### src/rtl/mult_pkg.sv
// Shared definitions for the shift-add multiplier control path.
// Holds the sequencer state encoding and the default operand width,
// which the sequencer and the register unit both use.
package mult_pkg;

  // Default operand width: the number of add/shift iterations.
  localparam int MULT_WIDTH = 8;

  // Sequencer states. Five states need three bits; encodings 5..7 are
  // unused and steer back to IDLE.
  typedef enum logic [2:0] {
    IDLE  = 3'd0,
    CLRXA = 3'd1,
    ADD   = 3'd2,
    SHIFT = 3'd3,
    HALT  = 3'd4
  } mult_state_t;

endpackage

### src/rtl/mult_iter_counter.sv
// Iteration counter for the shift-add multiplier.
// Counts completed shift iterations and flags the last one (WIDTH-1).
// Ports:
//   clk    - clock, rising edge
//   rst_n  - asynchronous active-low reset
//   clear  - synchronous clear to zero
//   en     - advance by one (holds once the last iteration is reached)
//   last   - high while the count equals WIDTH-1
module mult_iter_counter
  import mult_pkg::*;
#(
  parameter int WIDTH = MULT_WIDTH
) (
  input  logic clk,
  input  logic rst_n,
  input  logic clear,
  input  logic en,
  output logic last
);

  localparam int CNT_W = $clog2(WIDTH + 1);

  logic [CNT_W-1:0] cnt_reg;

  assign last = (cnt_reg == CNT_W'(WIDTH - 1));

  // Saturate at WIDTH-1: the final shift advances the FSM to HALT, so the
  // count never needs to reach WIDTH and must not wrap.
  always_ff @(posedge clk or negedge rst_n) begin
    if (!rst_n) begin
      cnt_reg <= '0;
    end else if (clear) begin
      cnt_reg <= '0;
    end else if (en && !last) begin
      cnt_reg <= cnt_reg + CNT_W'(1);
    end
  end

endmodule

### src/rtl/mult_sequencer.sv
// Control FSM for the 8-bit signed shift-add multiplier.
// Sequences clear/load of X:A, WIDTH add/shift iterations over B and a
// final subtract on the sign-bit iteration, leaving the product in A:B.
// Ports:
//   Clk          - clock, rising edge
//   Reset        - asynchronous active-low reset; forces all outputs low
//   Run          - start request (level)
//   ClearA_LoadB - in IDLE: clear X/A and load B
//   M            - current LSB of register B
//   LoadB        - parallel load of B
//   ClearXA      - synchronous clear of X and A
//   LoadXA       - load adder result into X:A
//   Sub          - adder subtracts (A - S) when high
//   Shift_En     - arithmetic right shift of X:A:B
//   Busy         - operation in progress
//   Done         - product valid (held in HALT)
module mult_sequencer
  import mult_pkg::*;
#(
  parameter int WIDTH = MULT_WIDTH
) (
  input  logic Clk,
  input  logic Reset,
  input  logic Run,
  input  logic ClearA_LoadB,
  input  logic M,
  output logic LoadB,
  output logic ClearXA,
  output logic LoadXA,
  output logic Sub,
  output logic Shift_En,
  output logic Busy,
  output logic Done
);

  mult_state_t state_reg;
  mult_state_t state_next;
  logic        cnt_clear;
  logic        cnt_en;
  logic        last_iter;

  mult_iter_counter #(
    .WIDTH (WIDTH)
  ) u_iter_counter (
    .clk   (Clk),
    .rst_n (Reset),
    .clear (cnt_clear),
    .en    (cnt_en),
    .last  (last_iter)
  );

  always_ff @(posedge Clk or negedge Reset) begin
    if (!Reset) begin
      state_reg <= IDLE;
    end else begin
      state_reg <= state_next;
    end
  end

  // Outputs decode from the registered state. The IDLE load strobe also
  // follows ClearA_LoadB, so the whole decode is gated by Reset to keep
  // every output low for as long as reset is held.
  always_comb begin
    state_next = state_reg;
    cnt_clear  = 1'b0;
    cnt_en     = 1'b0;
    LoadB      = 1'b0;
    ClearXA    = 1'b0;
    LoadXA     = 1'b0;
    Sub        = 1'b0;
    Shift_En   = 1'b0;
    Busy       = 1'b0;
    Done       = 1'b0;
    if (Reset) begin
      case (state_reg)
        IDLE: begin
          if (Run) begin
            // Run has priority over a simultaneous load request.
            state_next = CLRXA;
          end else if (ClearA_LoadB) begin
            LoadB   = 1'b1;
            ClearXA = 1'b1;
          end
        end
        CLRXA: begin
          Busy       = 1'b1;
          ClearXA    = 1'b1;
          cnt_clear  = 1'b1;
          state_next = ADD;
        end
        ADD: begin
          Busy   = 1'b1;
          LoadXA = M;
          // The MSB of a two's-complement multiplier carries negative
          // weight, so its partial product is subtracted.
          Sub        = M & last_iter;
          state_next = SHIFT;
        end
        SHIFT: begin
          Busy       = 1'b1;
          Shift_En   = 1'b1;
          cnt_en     = 1'b1;
          state_next = last_iter ? HALT : ADD;
        end
        HALT: begin
          Done = 1'b1;
          // Leaving HALT needs Run low, so a held Run cannot restart.
          state_next = Run ? HALT : IDLE;
        end
        default: begin
          state_next = IDLE;
        end
      endcase
    end
  end

endmodule

### config.mk
export PLATFORM = sky130hd
export DESIGN_NAME = mult_sequencer
export DESIGN_NICKNAME = d
export VERILOG_FILES = /design/src/rtl/mult_pkg.sv /design/src/rtl/mult_iter_counter.sv /design/src/rtl/mult_sequencer.sv
export SDC_FILE = /design/constraint.sdc
export NUM_CORES = 1
export LEC_CHECK = 0
export CAP_MARGIN = 25
export CORE_AREA = 2 2 39 41
export CTS_CLUSTER_DIAMETER = 80
export DETAILED_ROUTE_END_ITERATION = 7
export DIE_AREA = 0 0 41 43
export PLACE_DENSITY_LB_ADDON = 0.3
export SETUP_SLACK_MARGIN = 0.1
export SLEW_MARGIN = 20
export SYNTH_ARGS = -nofsm -noshare
export SYNTH_HDL_FRONTEND = slang
export SYNTH_SLANG_ARGS = --single-unit
export TNS_END_PERCENT = 20
### constraint.sdc
create_clock -name Clk -period 2.9 [get_ports Clk]
set_input_delay 0.58 -clock Clk [delete_from_list [all_inputs] [get_ports Clk]]
set_output_delay 0.58 -clock Clk [all_outputs]
set_load 0.05 [all_outputs]
==> results of run 1 <==
## worst register-to-register path: cells and delay by family, from the launching register on
family / cells / cell delay [ps]
DFF: 1 / 420
AOI/OAI and AO/OA: 2 / 360
adders and majority gates: 1 / 280
and+or+nand+nor: 1 / 250
## cells in the mapped netlist
cell,instances,area share [%]
and3b_1,2,3.8
and4b_1,1,2.2
nor3_1,2,2.2
o311ai_2,1,3.5
inv_1,2,1.6
a21oi_2,1,1.9
nor2_1,5,4.1
nand3_1,4,4.3
a21oi_1,4,4.3
o41ai_2,1,3.5
nand2b_1,2,2.7
a22o_2,1,2.2
a2bb2oi_1,1,1.9
ha_1,1,2.7
nand3b_1,2,3.2
buf_2,1,1.1
nand4_1,1,1.4
nand2_1,6,4.9
nor4_1,1,1.4
buf_4,1,1.6
a31o_1,1,1.9
o31ai_1,2,3.2
dfrtp_1,7,38
and3_1,2,2.7
## cell families (layout without fill, tap and decap cells)
logic type | count (synthesis) | in the layout | synth area share, %
buffers and inverters | 4 | 18 | 4.32
AO/OA/AOI/OAI | 12 | 12 | 22.4
AND/OR/NAND/NOR | 28 | 28 | 32.7
adder cells (fa/ha/maj) | 1 | 1 | 2.70
flip-flops | 7 | 7 | 37.8
## per-stage QoR
stage	instances	hold WS, ps	setup WS (ps)
2_1_floorplan	52	284	514
3_3_place_gp	78	525	483
3_5_place_dp	78	533	471
4_1_cts	82	545	455
5_1_grt	82	577	419
6_report	82	545	463
## area by class of cell
type / instances / area [µm²]
Clock buffer: 4 / 26.3
Fill cell: 120 / 693
Inverter: 2 / 7.51
Multi-Input combinational cell: 41 / 274
Sequential cell: 7 / 175
Tap cell: 16 / 20.0
Timing Repair Buffer: 12 / 188
## routing by layer
| metal | vias up | global-route usage [%] | wire, µm |
|---|---|---|---|
| li1 | 221 | - | - |
| met1 | 213 | 20.5 | 463 |
| met2 | 3 | 20.3 | 506 |
| met3 | 2 | 6.28 | 21 |
| met4 | 0 | 6.00 | 9 |
| met5 | - | 0 | 0 |
## where the power goes
group | switching, mW | leakage, nW | total [mW] | internal [mW]
Clock | 0.0341 | 0.0150 | 0.0865 | 0.0524
Sequential | 0.0352 | 0.0800 | 0.158 | 0.123
Combinational | 0.0628 | 0.208 | 0.121 | 0.0584
## cell usage in the layout (no fill, tap or decap)
cell             n
buf_12           7
dfrtp_1          7
nand2_1          6
nor2_1           5
a21oi_1          4
nand3_1          4
clkdlybuf4s50_1  4
clkbuf_4         3
inv_1            2
nand3b_1         2
and3_1           2
nand2b_1         2
nor3_1           2
and3b_1          2
o31ai_1          2
nor4_2           1
and4b_1          1
nand4_1          1
a22o_2           1
o311ai_2         1
a2bb2oi_1        1
o41ai_2          1
a31o_1           1
a21oi_2          1
ha_1             1
clkbuf_1         1
buf_4            1
## final timing paths
path                            slack (ps)                 startpoint  cells past startpoint                         to
worst min register to register         550  u_iter_counter.cnt_reg[1]                      2  u_iter_counter.cnt_reg[1]
worst max register to register        1540  u_iter_counter.cnt_reg[0]                      4               state_reg[1]
worst max-delay path                   460                      Reset                      4                        Sub
max in group asynchronous             2050                      Reset                      2  u_iter_counter.cnt_reg[0]
worst min-delay path                   550  u_iter_counter.cnt_reg[1]                      2  u_iter_counter.cnt_reg[1]
min in group asynchronous              700                      Reset                      2  u_iter_counter.cnt_reg[1]
==> reports/qor.txt, run 1 <==
Syn-to-layout area delta = 49.2%
Cts hold-fix bufs = 0
Die Y = 43 µm
Syn_area_per_cell = 8.90 µm²
Element type at the critical path start = input pin
Fmax = 0.410 GHz
PostCTS Resize Cnt = 0
Util after Layout = 49.9%
Number of top-level pins = 12
Setup_tns = 0 ps
Share of cells above drive strength 1 = 24.2%
Clock buffer depth = 2
Slew Limit Fails = 0
Slowest stage cell on the critical path = clkdlybuf4s50_1
Synth Net Count = 58
Drt via density = 5.35
Final setup fails = 0
CP Class = input pin to primary output
FF+latch count, synth = 7
Largest net degree at the start of global routing = 14
Die area = 0.00176 mm²
GP Congestion = 0.752
Post-Route Skew = 2.51 ps
First-pass GRT wire length = 1.79 mm
Post-DP Area = 664 µm²
Die Wd = 41 µm
Core Footprint = 0.00138 mm²
Root Buffer = clkbuf_4
Worst EP arrival = 1860 ps
Ant diodes = 0
H-Tree Depth = 1
Critical path's top delay family = buffers and inverters
Slew margin rel. = 71.7%
Gr ovfl total = 0
Number of remaining DRC errors = 0
CTS tree = yes
Initial antenna violation count = 0
NumNets Final = 73
Worst path required time = 2320 ps
Total power draw = 0.366 mW
Initial drt markers = 10
Worst Path Max Fanout = 6
Post-CTS Repair Setup Buffers = 0
Crit path capture type = primary output
Status = complete, no violations
Gr usage total = 15.0%
Worst Hold Class = flip-flop to flip-flop
I/O Buffers = 11
DP Wirelength = 775 µm
RSZ-0062 raised after global routing = no
Cell variety after synth = 24
Flip-flop count of the largest register after layout = 4
Cts bufs inserted = 3
Core Rows = 14
Synth Instances = 52
Clock-pin slew on the worst setup and hold paths = 50 ps
Final Cell Area = 691 µm²
Crit path cell chain = clkdlybuf4s50_1, nand2b_1, nor4_2, buf_12
Drt total wl = 1.00 mm
Vias in the first global route = 400
Final Hold Vio Count = 0
ANT nets after route = 0
Final min period = 2440 ps
Synthesized cell area = 463 µm²
YS warnings = 0
Worst ir drop on vdd = 0.257 mV
Vias = 439
DR pass1 iterations = 2
Power per cell area = 529 mW/mm²
WL/cell = 12.2 µm
Worst skew pair latency = 250 ps
Buf+Inv Stages, Crit Path = 2
Tcrit/Tclk final = 84.0%
Initial core utilization = 33.5%
Slew @ Worst Pin = 425 ps
Crit-path max cell delay = 510 ps
Pleak = 0.303 nW
Sequential fraction of the synthesis area = 37.8%
Count of max-cap constraint violations = 0
Sink Count = 7
No activity file was read; power rests on OpenSTA's default activity.
==> inputs of run 2 (changes only) <==
==> constraint.sdc (replaced) <==
create_clock -name Clk -period 2.2 [get_ports Clk]
set_input_delay 0.44 -clock Clk [delete_from_list [all_inputs] [get_ports Clk]]
set_output_delay 0.44 -clock Clk [all_outputs]
set_load 0.05 [all_outputs]
==> reports/qor.txt, run 2 (synthesized netlist as in run 1, its figures left out) <==
Status = complete, no violations
Filler cells = 114
Clock power frac = 24.8%
Core Footprint = 0.00138 mm²
Setup_tns = 0 ps
Tcrit/Tclk final = 93.6%
I/O Buffers = 11
Power share of the sequential group = 41.7%
Logic gate share of total power = 33.5%
Power per cell area = 690 mW/mm²
Worst Hold Class = flip-flop to flip-flop
Slew Limit Fails = 0
CTS tree = yes
Element type at the critical path start = input pin
ANT nets after route = 0
Worst EP arrival = 1620 ps
Cts hold-fix bufs = 0
Ant diodes = 0
Slew margin rel. = 70.2%
Most frequent cells in the layout = buf_12, dfrtp_1, nand2_1
Initial core utilization = 33.5%
Crit-path max cell delay = 500 ps
Final Hold Vio Count = 0
Fmax = 0.486 GHz
Count of max-cap constraint violations = 0
Die Wd = 41 µm
Share of cells above drive strength 1 = 33.8%
Crit path cell chain = clkdlybuf4s50_1, buf_4, nand3b_1, nor2_1, buf_12
Clock-pin slew on the worst setup and hold paths = 50 ps
Post-Route Skew = 2.81 ps
Final setup fails = 0
Cts bufs inserted = 3
Worst path required time = 1760 ps
Area of the multi-input gates = 303 µm²
Largest net degree at the start of global routing = 14
FF+latch area = 175 µm²
Worst Path Max Fanout = 2
Gr ovfl total = 0
Switching share of total power = 37.9%
GP Congestion = 0.728
RSZ-0062 raised after global routing = yes
Worst skew pair latency = 260 ps
Drt total wl = 1.16 mm
Initial drt markers = 8
Flip-flop count of the largest register after layout = 4
Post-DP Area = 679 µm²
H-Tree Depth = 1
Buf+Inv Stages, Crit Path = 3
Initial antenna violation count = 0
Internal power = 0.315 mW
Post-CTS Repair Setup Buffers = 0
Drt via density = 5.52
NumNets Final = 75
Clock buffer depth = 2
Final Cell Area = 734 µm²
Pleak = 0.311 nW
Worst ir drop on vdd = 0.583 mV
First-pass GRT wire length = 1.88 mm
Vias in the first global route = 414
CP Class = input pin to primary output
Slew @ Worst Pin = 447 ps
Number of remaining DRC errors = 0
DP Wirelength = 808 µm
Vias = 464
Sink Count = 7
Critical path's top delay family = buffers and inverters
Core Rows = 14
WL/cell = 13.8 µm
Slowest stage cell on the critical path = clkdlybuf4s50_1
Die Y = 43 µm
DR pass1 iterations = 4
Die area = 0.00176 mm²
Crit path capture type = primary output
Root Buffer = clkbuf_4
Number of top-level pins = 12
Syn-to-layout area delta = 58.6%
P_sw = 0.192 mW
Final min period = 2060 ps
Gr usage total = 16.4%
[run 2: power by group through the flow]
stage	combinational, mW	clock [mW]	sequential (mW)
3_3_place_gp	0.160	0	0.209
5_1_grt	0.185	0.134	0.218
6_report	0.170	0.126	0.211
4_1_cts	0.165	0.127	0.208
2_1_floorplan	0.119	0	0.191
3_5_place_dp	0.164	0	0.210
[run 2: routing by layer]
metal	vias up	global-route usage, %	share of wire [%]
met5	-	0	0
met4	0	12.0	2.5
met3	2	4.71	2.9
met2	7	21.9	51
met1	230	21.7	44
li1	225	-	-
[run 2: timing repair]
action	in CTS	in global routing
cloned	0	0
setup endpoints to repair	3	4
pin swaps	0	1
gates resized for setup	0	6
[run 2: stage by stage]
step                      util [%]  instances  hold slack (ps)  setup WS [ps]  power, mW
after floorplan                  -         52              144           42.6      0.310
after global placement        49.1         80              511           64.9      0.369
after detailed placement      49.1         80              523           71.4      0.374
after CTS                     51.0         84              539           66.0      0.500
after global routing          53.1         84              578           87.1      0.536
final                         53.1         84              537            142      0.506
[run 2: path summary, 6_finish.rpt]
check	slack (ps)	endpoint	startpoint	depth (start not counted)
max in group asynchronous	1420	u_iter_counter.cnt_reg[1]	Reset	3
setup / recovery	140	Shift_En	Reset	5
setup reg to reg	840	state_reg[2]	state_reg[1]	3
hold / removal	540	u_iter_counter.cnt_reg[1]	u_iter_counter.cnt_reg[1]	2
hold reg to reg	540	u_iter_counter.cnt_reg[1]	u_iter_counter.cnt_reg[1]	2
min in group asynchronous	630	state_reg[2]	Reset	3
[run 2: worst register-to-register path: stages, from the launching register on]
cell     delay [ps]
dfrtp_1         610
inv_1           190
nor2_1          300
a22o_2          200
[run 2: final cells by class]
| class | instances | area share, % |
|---|---|---|
| Timing Repair Buffer | 14 | 27.6 |
| Sequential cell | 7 | 23.9 |
| Multi-Input combinational cell | 41 | 41.2 |
| Inverter | 2 | 1.02 |
| Tap cell | 16 | 2.73 |
| Clock buffer | 4 | 3.58 |
